File: config.mk
export PLATFORM = sky130hd
export DESIGN_NAME = clk_div_multi_flat
export DESIGN_NICKNAME = d
export VERILOG_FILES = /design/src/rtl/clk_div_pkg.sv /design/src/rtl/clk_div_multi_if.sv /design/src/rtl/clk_div_chan.sv /design/src/rtl/clk_div_multi.sv /design/src/flat_wrapper.sv
export SDC_FILE = /design/constraint.sdc
export NUM_CORES = 1
export LEC_CHECK = 0
export ABC_AREA = 1
export CAP_MARGIN = 25
export CELL_PAD_IN_SITES_DETAIL_PLACEMENT = 0
export CELL_PAD_IN_SITES_GLOBAL_PLACEMENT = 2
export CORE_UTILIZATION = 43
export CTS_BUF_LIST = sky130_fd_sc_hd__clkbuf_2
export DETAILED_ROUTE_END_ITERATION = 12
export DONT_BUFFER_PORTS = 1
export PLACE_DENSITY_LB_ADDON = 0.12
export SYNTH_ARGS = -nofsm -noshare
export SYNTH_HDL_FRONTEND = slang
export SYNTH_SLANG_ARGS = --single-unit
File: constraint.sdc
create_clock -name aclk -period 4 [get_ports aclk]
set_input_delay 0.4 -clock aclk [delete_from_list [all_inputs] [get_ports aclk]]
set_output_delay 0.4 -clock aclk [all_outputs]
set_load 0.03 [all_outputs]
File: src/rtl/clk_div_pkg.sv
// Shared types and defaults for the multi-channel clock divider.
// Channel FSM encoding lives here so every unit agrees on it.
package clk_div_pkg;

  localparam int DIV_W_DEF       = 8;
  localparam int DEFAULT_DIV_DEF = 2;

  typedef enum logic {
    ST_IDLE = 1'b0,
    ST_RUN  = 1'b1
  } state_e;

endpackage

File: src/rtl/clk_div_multi_if.sv
// Control/status bundle for clk_div_multi.
// sync exists only when CLKDIV_SYNC_EN is defined.
interface clk_div_multi_if #(
  parameter int N_CH  = 2,
  parameter int DIV_W = 8
);

  logic [N_CH-1:0]       en;
  logic [N_CH*DIV_W-1:0] div;
`ifdef CLKDIV_SYNC_EN
  logic                  sync;
`endif
  logic [N_CH-1:0]       pclk;
  logic [N_CH-1:0]       rise_stb;
  logic [N_CH-1:0]       fall_stb;
  logic [N_CH-1:0]       busy;

  modport master (
`ifdef CLKDIV_SYNC_EN
    output sync,
`endif
    output en,
    output div,
    input  pclk,
    input  rise_stb,
    input  fall_stb,
    input  busy
  );

  modport slave (
`ifdef CLKDIV_SYNC_EN
    input  sync,
`endif
    input  en,
    input  div,
    output pclk,
    output rise_stb,
    output fall_stb,
    output busy
  );

endinterface

File: src/rtl/clk_div_chan.sv
// One divider channel: run FSM, half-period counter, active divisor,
// registered divided clock with rise/fall strobes.
module clk_div_chan
  import clk_div_pkg::*;
#(
  parameter int DIV_W       = DIV_W_DEF,
  parameter int DEFAULT_DIV = DEFAULT_DIV_DEF
) (
  input  logic             aclk,
  input  logic             resetn,
  input  logic             en,
  input  logic [DIV_W-1:0] div,
  input  logic             sync,
  output logic             pclk,
  output logic             rise_stb,
  output logic             fall_stb,
  output logic             busy
);

  localparam logic [DIV_W-1:0] DIV_RST = DIV_W'(DEFAULT_DIV);

  state_e           state;
  logic [DIV_W-1:0] cnt;
  logic [DIV_W-1:0] div_act;

  always_ff @(posedge aclk or negedge resetn) begin
    if (!resetn) begin
      state    <= ST_IDLE;
      cnt      <= '0;
      div_act  <= DIV_RST;
      pclk     <= 1'b0;
      rise_stb <= 1'b0;
      fall_stb <= 1'b0;
      busy     <= 1'b0;
    end else begin
      rise_stb <= 1'b0;
      fall_stb <= 1'b0;
      unique case (state)
        ST_IDLE: begin
          cnt  <= '0;
          pclk <= 1'b0;
          busy <= en;
          if (en) begin
            state   <= ST_RUN;
            div_act <= div;
          end
        end
        ST_RUN: begin
          // Priority: disable, then phase-align, then period boundary.
          if (!en) begin
            state <= ST_IDLE;
            cnt   <= '0;
            pclk  <= 1'b0;
            busy  <= 1'b0;
          end else if (sync) begin
            cnt     <= '0;
            pclk    <= 1'b0;
            div_act <= div;
          end else if (cnt == div_act) begin
            cnt      <= '0;
            pclk     <= ~pclk;
            rise_stb <= ~pclk;
            fall_stb <= pclk;
            // New divisor only at the 1->0 edge keeps periods whole.
            if (pclk) begin
              div_act <= div;
            end
          end else begin
            cnt <= cnt + DIV_W'(1);
          end
        end
      endcase
    end
  end

endmodule

File: src/rtl/clk_div_multi.sv
// N-channel programmable clock divider with per-channel enables.
// Define CLKDIV_SYNC_EN to add the sync phase-align input.
module clk_div_multi
  import clk_div_pkg::*;
#(
  parameter int N_CH        = 2,
  parameter int DIV_W       = DIV_W_DEF,
  parameter int DEFAULT_DIV = DEFAULT_DIV_DEF
) (
  input logic             aclk,
  input logic             resetn,
  clk_div_multi_if.slave  io
);

  logic sync_w;

`ifdef CLKDIV_SYNC_EN
  assign sync_w = io.sync;
`else
  assign sync_w = 1'b0;
`endif

  for (genvar i = 0; i < N_CH; i++) begin : g_chan
    clk_div_chan #(
      .DIV_W       (DIV_W),
      .DEFAULT_DIV (DEFAULT_DIV)
    ) u_chan (
      .aclk     (aclk),
      .resetn   (resetn),
      .en       (io.en[i]),
      .div      (io.div[i*DIV_W +: DIV_W]),
      .sync     (sync_w),
      .pclk     (io.pclk[i]),
      .rise_stb (io.rise_stb[i]),
      .fall_stb (io.fall_stb[i]),
      .busy     (io.busy[i])
    );
  end

endmodule
File: src/flat_wrapper.sv
// flat-port wrapper written by rule: the top's interface ports become plain ports
module clk_div_multi_flat import clk_div_pkg::*;
#(
  parameter int N_CH        = 2,
  parameter int DIV_W       = DIV_W_DEF,
  parameter int DEFAULT_DIV = DEFAULT_DIV_DEF
)
  (aclk, resetn, io_en, io_div, io_pclk, io_rise_stb, io_fall_stb, io_busy);
  clk_div_multi_if #(.N_CH(N_CH), .DIV_W(DIV_W)) io_i ();
  input logic aclk;
  input logic resetn;
  input wire logic [$bits(io_i.en)-1:0] io_en;
  input wire logic [$bits(io_i.div)-1:0] io_div;
  output wire logic [$bits(io_i.pclk)-1:0] io_pclk;
  output wire logic [$bits(io_i.rise_stb)-1:0] io_rise_stb;
  output wire logic [$bits(io_i.fall_stb)-1:0] io_fall_stb;
  output wire logic [$bits(io_i.busy)-1:0] io_busy;
  assign io_i.en = io_en;
  assign io_i.div = io_div;
  assign io_pclk = io_i.pclk;
  assign io_rise_stb = io_i.rise_stb;
  assign io_fall_stb = io_i.fall_stb;
  assign io_busy = io_i.busy;
  clk_div_multi #(.N_CH(N_CH), .DIV_W(DIV_W), .DEFAULT_DIV(DEFAULT_DIV)) u_core (.aclk(aclk), .resetn(resetn), .io(io_i));
endmodule
==> load_flow_metrics.sql <==
INSERT INTO impl_metrics (metric_group, metric, value, unit) VALUES
('placed_design', 'hpwlAfterDp', '2.975', 'mm'),
('placed_design', 'portBuffers', '0', ''),
('final_layout', 'fillerInstances', '490', ''),
('critical_path', 'critical_path_required', '3600', 'ps'),
('critical_path', 'start_kind', 'flop', ''),
('power', 'leakage', '1.124', 'nW'),
('status', 'status', 'completed', ''),
('final_layout', 'final_layout_size_suffix_gt1_frac', '0.1772', ''),
('power', 'vdd_drop_max', '0.2879', 'mV'),
('timing', 'maxSlewViolCount', '0', ''),
('global_route', 'grt_pass1_vias', '1400', ''),
('timing', 'totalNegativeSetupSlack', '0', 'ps'),
('run', 'cap_viol_max_count', '0', ''),
('floorplan', 'core_area', '4817', 'sq um'),
('timing', 'fin_crit', '1458', 'ps'),
('worst_hold_path', 'worst_hold_check_path_type', 'input pin to flop', ''),
('route', 'post_drt_wl_per_cell', '12.99', 'um'),
('power', 'power.density_cell_area', '372.9', 'nW/um^2'),
('synthesis', 'yosys_synthesis_warning_count', '0', ''),
('global_route', 'maximum_number_of_pins_on_one_net_before_global_route_repair', '43', ''),
('synthesis', 'syn-instance-count', '252', ''),
('timing', 'grt_setup_unrepaired', 'false', ''),
('route', 'drt_drc', '0', ''),
('global_route', 'grt_use_met2', '0.2304', ''),
('timing', 'max_slew.worst_pin.slew', '415.8', 'ps'),
('final_layout', 'sequential_cell_area', '1054', 'sq um'),
('clock_tree', 'clockBufferDepth', '2', ''),
('timing', 'max_clock_freq', '0.6857', 'GHz'),
('synthesis', 'synth_enable_flop_cells', '0', ''),
('placed_design', 'gpl.final_weighted_congestion', '0.7284', ''),
('final_layout', 'multi_input_gate_area_in_the_final_layout', '953.4', 'sq um'),
('timing', 'max-slew-margin-rel', '0.7228', ''),
('clock_tree', 'clk_latency', '410', 'ps'),
('synthesis', 'syn_area', '2198', 'sq um'),
('synthesis', 'asyncSetResetFlopFracSynth', '1.000', ''),
('critical_path', 'reg2reg_from', 'u_core.g_chan[0].u_chan.div_act[1]$_DFFE_PN1P_', ''),
('critical_path', 'cp-endpoint', 'io_pclk[1]', ''),
('critical_path', 'worst_r2r_path_depth', '9', ''),
('synthesis', 'synth.largest_area_cell', 'sky130_fd_sc_hd__dfrtp_1', ''),
('route', 'avgViaCountPerCell', '4.639', ''),
('final_layout', 'area_growth', '5.464', '%'),
('floorplan', 'initial_utilization', '0.4564', ''),
('global_route', 'groute.usage.overall', '0.1804', ''),
('global_route', 'grt_first_pass_wirelength', '7.044', 'mm'),
('synthesis', 'yosys.area.top_type_share', '0.4553', ''),
('route', 'drt-pass1-iter-count', '4', ''),
('synthesis', 'top_cells_by_area_synth', 'sky130_fd_sc_hd__dfrtp_1, sky130_fd_sc_hd__nand2_1, sky130_fd_sc_hd__inv_1, sky130_fd_sc_hd__nand3_1, sky130_fd_sc_hd__nand2_4', ''),
('final_layout', 'antenna_cells_inserted', '0', ''),
('critical_path', 'cp.arrival', '1060', 'ps'),
('route', 'drt_wl_total', '4.171', 'mm'),
('clock_tree', 'cts_setup_buffers', '0', ''),
('floorplan', 'floorplan.die.height', '73.50', 'um'),
('global_route', 'sum_of_overflow_across_all_layers_after_global_routing', '0', ''),
('global_route', 'met1_use_gr', '0.2812', ''),
('timing', 'setup_violations', '0', ''),
('final_layout', 'stdcell_count', '321', ''),
('critical_path', 'crit_path_end_kind', 'output pin', ''),
('timing', 'timing.final.hold_violations', '0', ''),
('floorplan', 'io-pin-count', '28', ''),
('timing', 'setup_slack', '2542', 'ps'),
('clock_tree', 'worst_setup_hold_path_clk_slew', '220', 'ps'),
('route', 'detailedRoute.firstIterationViolations', '85', ''),
('critical_path', 'capture_instance_of_the_worst_register_to_register_path', 'u_core.g_chan[0].u_chan.div_act[2]$_DFFE_PN0P_', ''),
('route', 'routed_vias', '1489', ''),
('synthesis', 'synthFlopType', 'sky130_fd_sc_hd__dfrtp_1', ''),
('floorplan', 'fp.dieArea', '5402', 'sq um'),
('final_layout', 'num-nets-final', '275', ''),
('synthesis', 'synth.ff_latch_count', '42', ''),
('clock_tree', 'cts-buffers-inserted', '5', ''),
('global_route', 'initial_antenna_violation_count', '0', ''),
('placed_design', 'post-place-cells', '309', '');
stage by stage:
step / utilization / hold slack (ps) / instance area, sq um / power, mW
detailed placement: 0.4574 / 105.8 / 2203 / 0.6197
CTS: 0.4813 / 36.98 / 2318 / 0.8842
global placement: 0.4574 / 105.5 / 2203 / 0.6182
global route: 0.4813 / 22.76 / 2318 / 0.9217
floorplan: - / 104.4 / 2198 / 0.6043
finish: 0.4813 / 70.11 / 2318 / 0.8646
how the worst min path moves through the flow:
stage,start,endpoint,cells after the start
after global routing,io_div[1],u_core.g_chan[0].u_chan.div_act[1]$_DFFE_PN1P_,2
after global placement,resetn,u_core.g_chan[1].u_chan.div_act[5]$_DFFE_PN0P_,0
final,io_div[1],u_core.g_chan[0].u_chan.div_act[1]$_DFFE_PN1P_,2
after CTS,io_div[1],u_core.g_chan[0].u_chan.div_act[1]$_DFFE_PN1P_,2
after floorplan,resetn,u_core.g_chan[0].u_chan.busy$_DFFE_PN0P_,0
after detailed placement,resetn,u_core.g_chan[1].u_chan.div_act[6]$_DFFE_PN0P_,0
area by class of cell:
| type | instances | area share |
|---|---|---|
| multi-input combinational | 170 | 0.4112 |
| sequential | 42 | 0.4544 |
| inverter | 30 | 0.04857 |
| clock buffer | 5 | 0.01079 |
| tap | 67 | 0.03616 |
| clock inverter | 3 | 0.01727 |
| timing repair buffer | 4 | 0.02159 |
sequential cells by signal (all words and copies together), names as in the netlist:
| signal | cells |
|---|---|
| u_core.g_chan.u_chan.div_act | 16 |
| u_core.g_chan.u_chan.cnt | 16 |
| u_core.g_chan.u_chan.pclk | 2 |
| u_core.g_chan.u_chan.fall_stb | 2 |
| u_core.g_chan.u_chan.state | 2 |
| u_core.g_chan.u_chan.busy | 2 |
| u_core.g_chan.u_chan.rise_stb | 2 |
cells in the mapped netlist (4+ instances only):
master / count
sky130_fd_sc_hd__a21oi_1: 4
sky130_fd_sc_hd__nor3b_2: 5
sky130_fd_sc_hd__nand2_1: 83
sky130_fd_sc_hd__xnor2_1: 7
sky130_fd_sc_hd__nand2_4: 7
sky130_fd_sc_hd__buf_4: 9
sky130_fd_sc_hd__inv_2: 4
sky130_fd_sc_hd__dfrtp_1: 40
sky130_fd_sc_hd__nor3_1: 5
sky130_fd_sc_hd__nor2_1: 13
sky130_fd_sc_hd__nor2_4: 4
sky130_fd_sc_hd__nand3_2: 4
sky130_fd_sc_hd__inv_1: 26
sky130_fd_sc_hd__nor2_2: 4
sky130_fd_sc_hd__nand3_1: 19
report_power, final:
part / internal (mW) / switching (mW)
Combinational: 0.0482 / 0.0761
Sequential: 0.462 / 0.0367
Clock: 0.104 / 0.138
cell usage in the layout (no fill, tap or decap), types with 3 or more instances in the layout:
master	count
sky130_fd_sc_hd__nand3_1	19
sky130_fd_sc_hd__nand3_2	4
sky130_fd_sc_hd__dlygate4sd3_1	3
sky130_fd_sc_hd__inv_1	26
sky130_fd_sc_hd__inv_2	4
sky130_fd_sc_hd__nor3b_2	5
sky130_fd_sc_hd__nor2_4	4
sky130_fd_sc_hd__clkbuf_2	5
sky130_fd_sc_hd__nor3_1	5
sky130_fd_sc_hd__nor2_2	4
sky130_fd_sc_hd__dfrtp_1	40
sky130_fd_sc_hd__nand2_4	7
sky130_fd_sc_hd__a21oi_1	4
sky130_fd_sc_hd__nand2_1	83
sky130_fd_sc_hd__nor2_1	13
sky130_fd_sc_hd__xnor2_1	7
kinds of logic (layout without fill, tap and decap cells):
family / count (synthesis) / in the layout / synth area share
buffers and inverters: 40 / 42 / 0.08707
adders and majority gates: 2 / 2 / 0.01138
DFF: 42 / 42 / 0.4792
and+or+nand+nor: 150 / 150 / 0.3637
xor gates and xnor gates: 9 / 9 / 0.03586
AOI/OAI and AO/OA: 9 / 9 / 0.02276
metal layers:
metal | vias up | share of wire
met5 | - | 0
met4 | 0 | 0.014
met3 | 5 | 0.038
met2 | 29 | 0.38
met1 | 678 | 0.56
li1 | 777 | -
worst reg2reg max path, stage by stage, from the launching register on:
cell                      delay (ps)
sky130_fd_sc_hd__dfstp_2         590
sky130_fd_sc_hd__nand2_1          50
sky130_fd_sc_hd__nand2_1          60
sky130_fd_sc_hd__nand2_1          80
sky130_fd_sc_hd__nor2_4          170
sky130_fd_sc_hd__nand2_4          80
sky130_fd_sc_hd__nand2_2          80
sky130_fd_sc_hd__nand3_4         120
sky130_fd_sc_hd__nand2_1          90
sky130_fd_sc_hd__nand2_1          50
Note: power is estimated with default switching activity, not from simulation.
==> RTL edit (same flow settings) <==
Reset style: synchronous (`resetn`), changed in one clocked block.
--- a/src/rtl/clk_div_chan.sv
+++ b/src/rtl/clk_div_chan.sv
@@ -25,3 +25,3 @@
 
-  always_ff @(posedge aclk or negedge resetn) begin
+  always_ff @(posedge aclk) begin
     if (!resetn) begin
Check against the original RTL: differs if resetn is asserted again (counterexample within 4 cycles, from zero or initial values and one cycle with resetn low); with resetn held inactive, the same outputs for 10 cycles.
==> RTL edit against the unedited design <==
  * Count of clock-buffer cells in the layout up 1
  * Sequential cell count stayed put
  * Worst setup slack improved by 0.0097 ns
  * Area after synthesis is 10% lower
  * Critical path depth is 9 higher
  * Design area down 15%
  * Critical endpoint is now u_core.g_chan[1].u_chan.div_act[4]
  * Worst hold slack better by 0.00066 ns
  * Final cell count is 2.2% lower
  * Sequential power down 9.6%
  * Wire length decreased by 16%
  * Maximum frequency rose by 0.67%
  * Largest power group unchanged
  * Power fell by 20%
==> RTL edit: results (changes against the unedited design) <==
RePlAce Congestion 0.782 (+7.3%); Worst Tran Pin Value 0.414 ns (-0.00180 ns); Worst Path Arrival 1.77 ns (+0.71 ns); met1 usage 0.242 (-0.0392); Detailed Route Iter0 Violations 57 (-33%); pin count of the biggest net entering global routing 19 (-56%); Total Routing Usage GR 0.166 (-0.0145); Synth cell types 21 (-16%); clk_skew 0.00652 ns (-0.0134 ns); Mapped Nets 292 (+6.6%); status finished, final reports clean; Layout Nets 283 (+2.9%); worst-path fanout max 17 (+13); WL met1 2010 um (-15%); met3 WL 129 um (-19%); Post-synth ARST share 0 (-1.00); share of layout cells above drive strength 1 0.0649 (-0.112); Via Count 1431 (-3.9%); Final Non-Filler Cells 314 (-2.2%); Max VDD drop 0.000202 V (-30%); placed inst area 1920 um^2 (-13%); clock slew at reported path FFs 0.19 ns (-0.03 ns); Cells after Synth 270 (+7.1%); prevailing post-synth register cell dfxtp_1; top cells by area, synth dfxtp_1 (43%), nand2_1 (12%), inv_1 (7.4%); met3 track utilization from global routing 0.0523 (-0.00254)
==> RTL edit: cell count changes in the layout (fill, tap and decap cells not counted), sizes merged, moves of 2 or more <==
cell	unedited run	this run
dfxtp	0	42
dfrtp	40	0
nand2	92	65
a21oi	4	20
nor2	21	33
inv	30	39
xnor2	7	11
dlygate4sd3	3	0
nand4	0	3
o21ai	3	0
a21boi	2	0
a31oi	0	2
dfstp	2	0
==> RTL edit: cell families after synthesis <==
family                   share of synthesized area
buffers and inverters                        0.134
adder cells (fa/ha/maj)                     0.0127
XOR/XNOR                                    0.0577
AND/OR/NAND/NOR                              0.309
AO/OA/AOI/OAI                               0.0609
flip-flops                                   0.426
==> RTL edit: final cells by class <==
cell class,instances,area [um^2]
Multi-Input combinational cell,173,868
Tap cell,52,65.1
Inverter,39,146
Clock buffer,6,30.0
Fill cell,487,2420
Sequential cell,42,841
Clock inverter,2,8.76
==> RTL edit: critical path, stage by stage (launching register included) <==
cell     delay [ns]
dfxtp_1        0.45
nand2_1        0.07
nand2_1        0.06
nand2_1        0.08
nor2_2         0.17
nand3_2        0.13
nand2_4        0.20
nand3_1        0.09
nand2_1        0.08
nor2_1         0.04
==> RTL edit: where the power goes <==
| group | switching (uW) | internal (uW) |
|---|---|---|
| clock network | 133 | 43.0 |
| logic | 34.8 | 27.6 |
| registers | 15.1 | 435 |
==> RTL edit: final timing paths <==
| kind | endpoint | cells past startpoint | slack, ns |
|---|---|---|---|
| max | u_core.g_chan[1].u_chan.div_act[4] | 9 | 2.55 |
| min | u_core.g_chan[0].u_chan.div_act[1] | 1 | 0.07 |
| min reg2reg | u_core.g_chan[1].u_chan.div_act[1] | 2 | 0.50 |
| max reg2reg | u_core.g_chan[1].u_chan.div_act[4] | 9 | 2.55 |
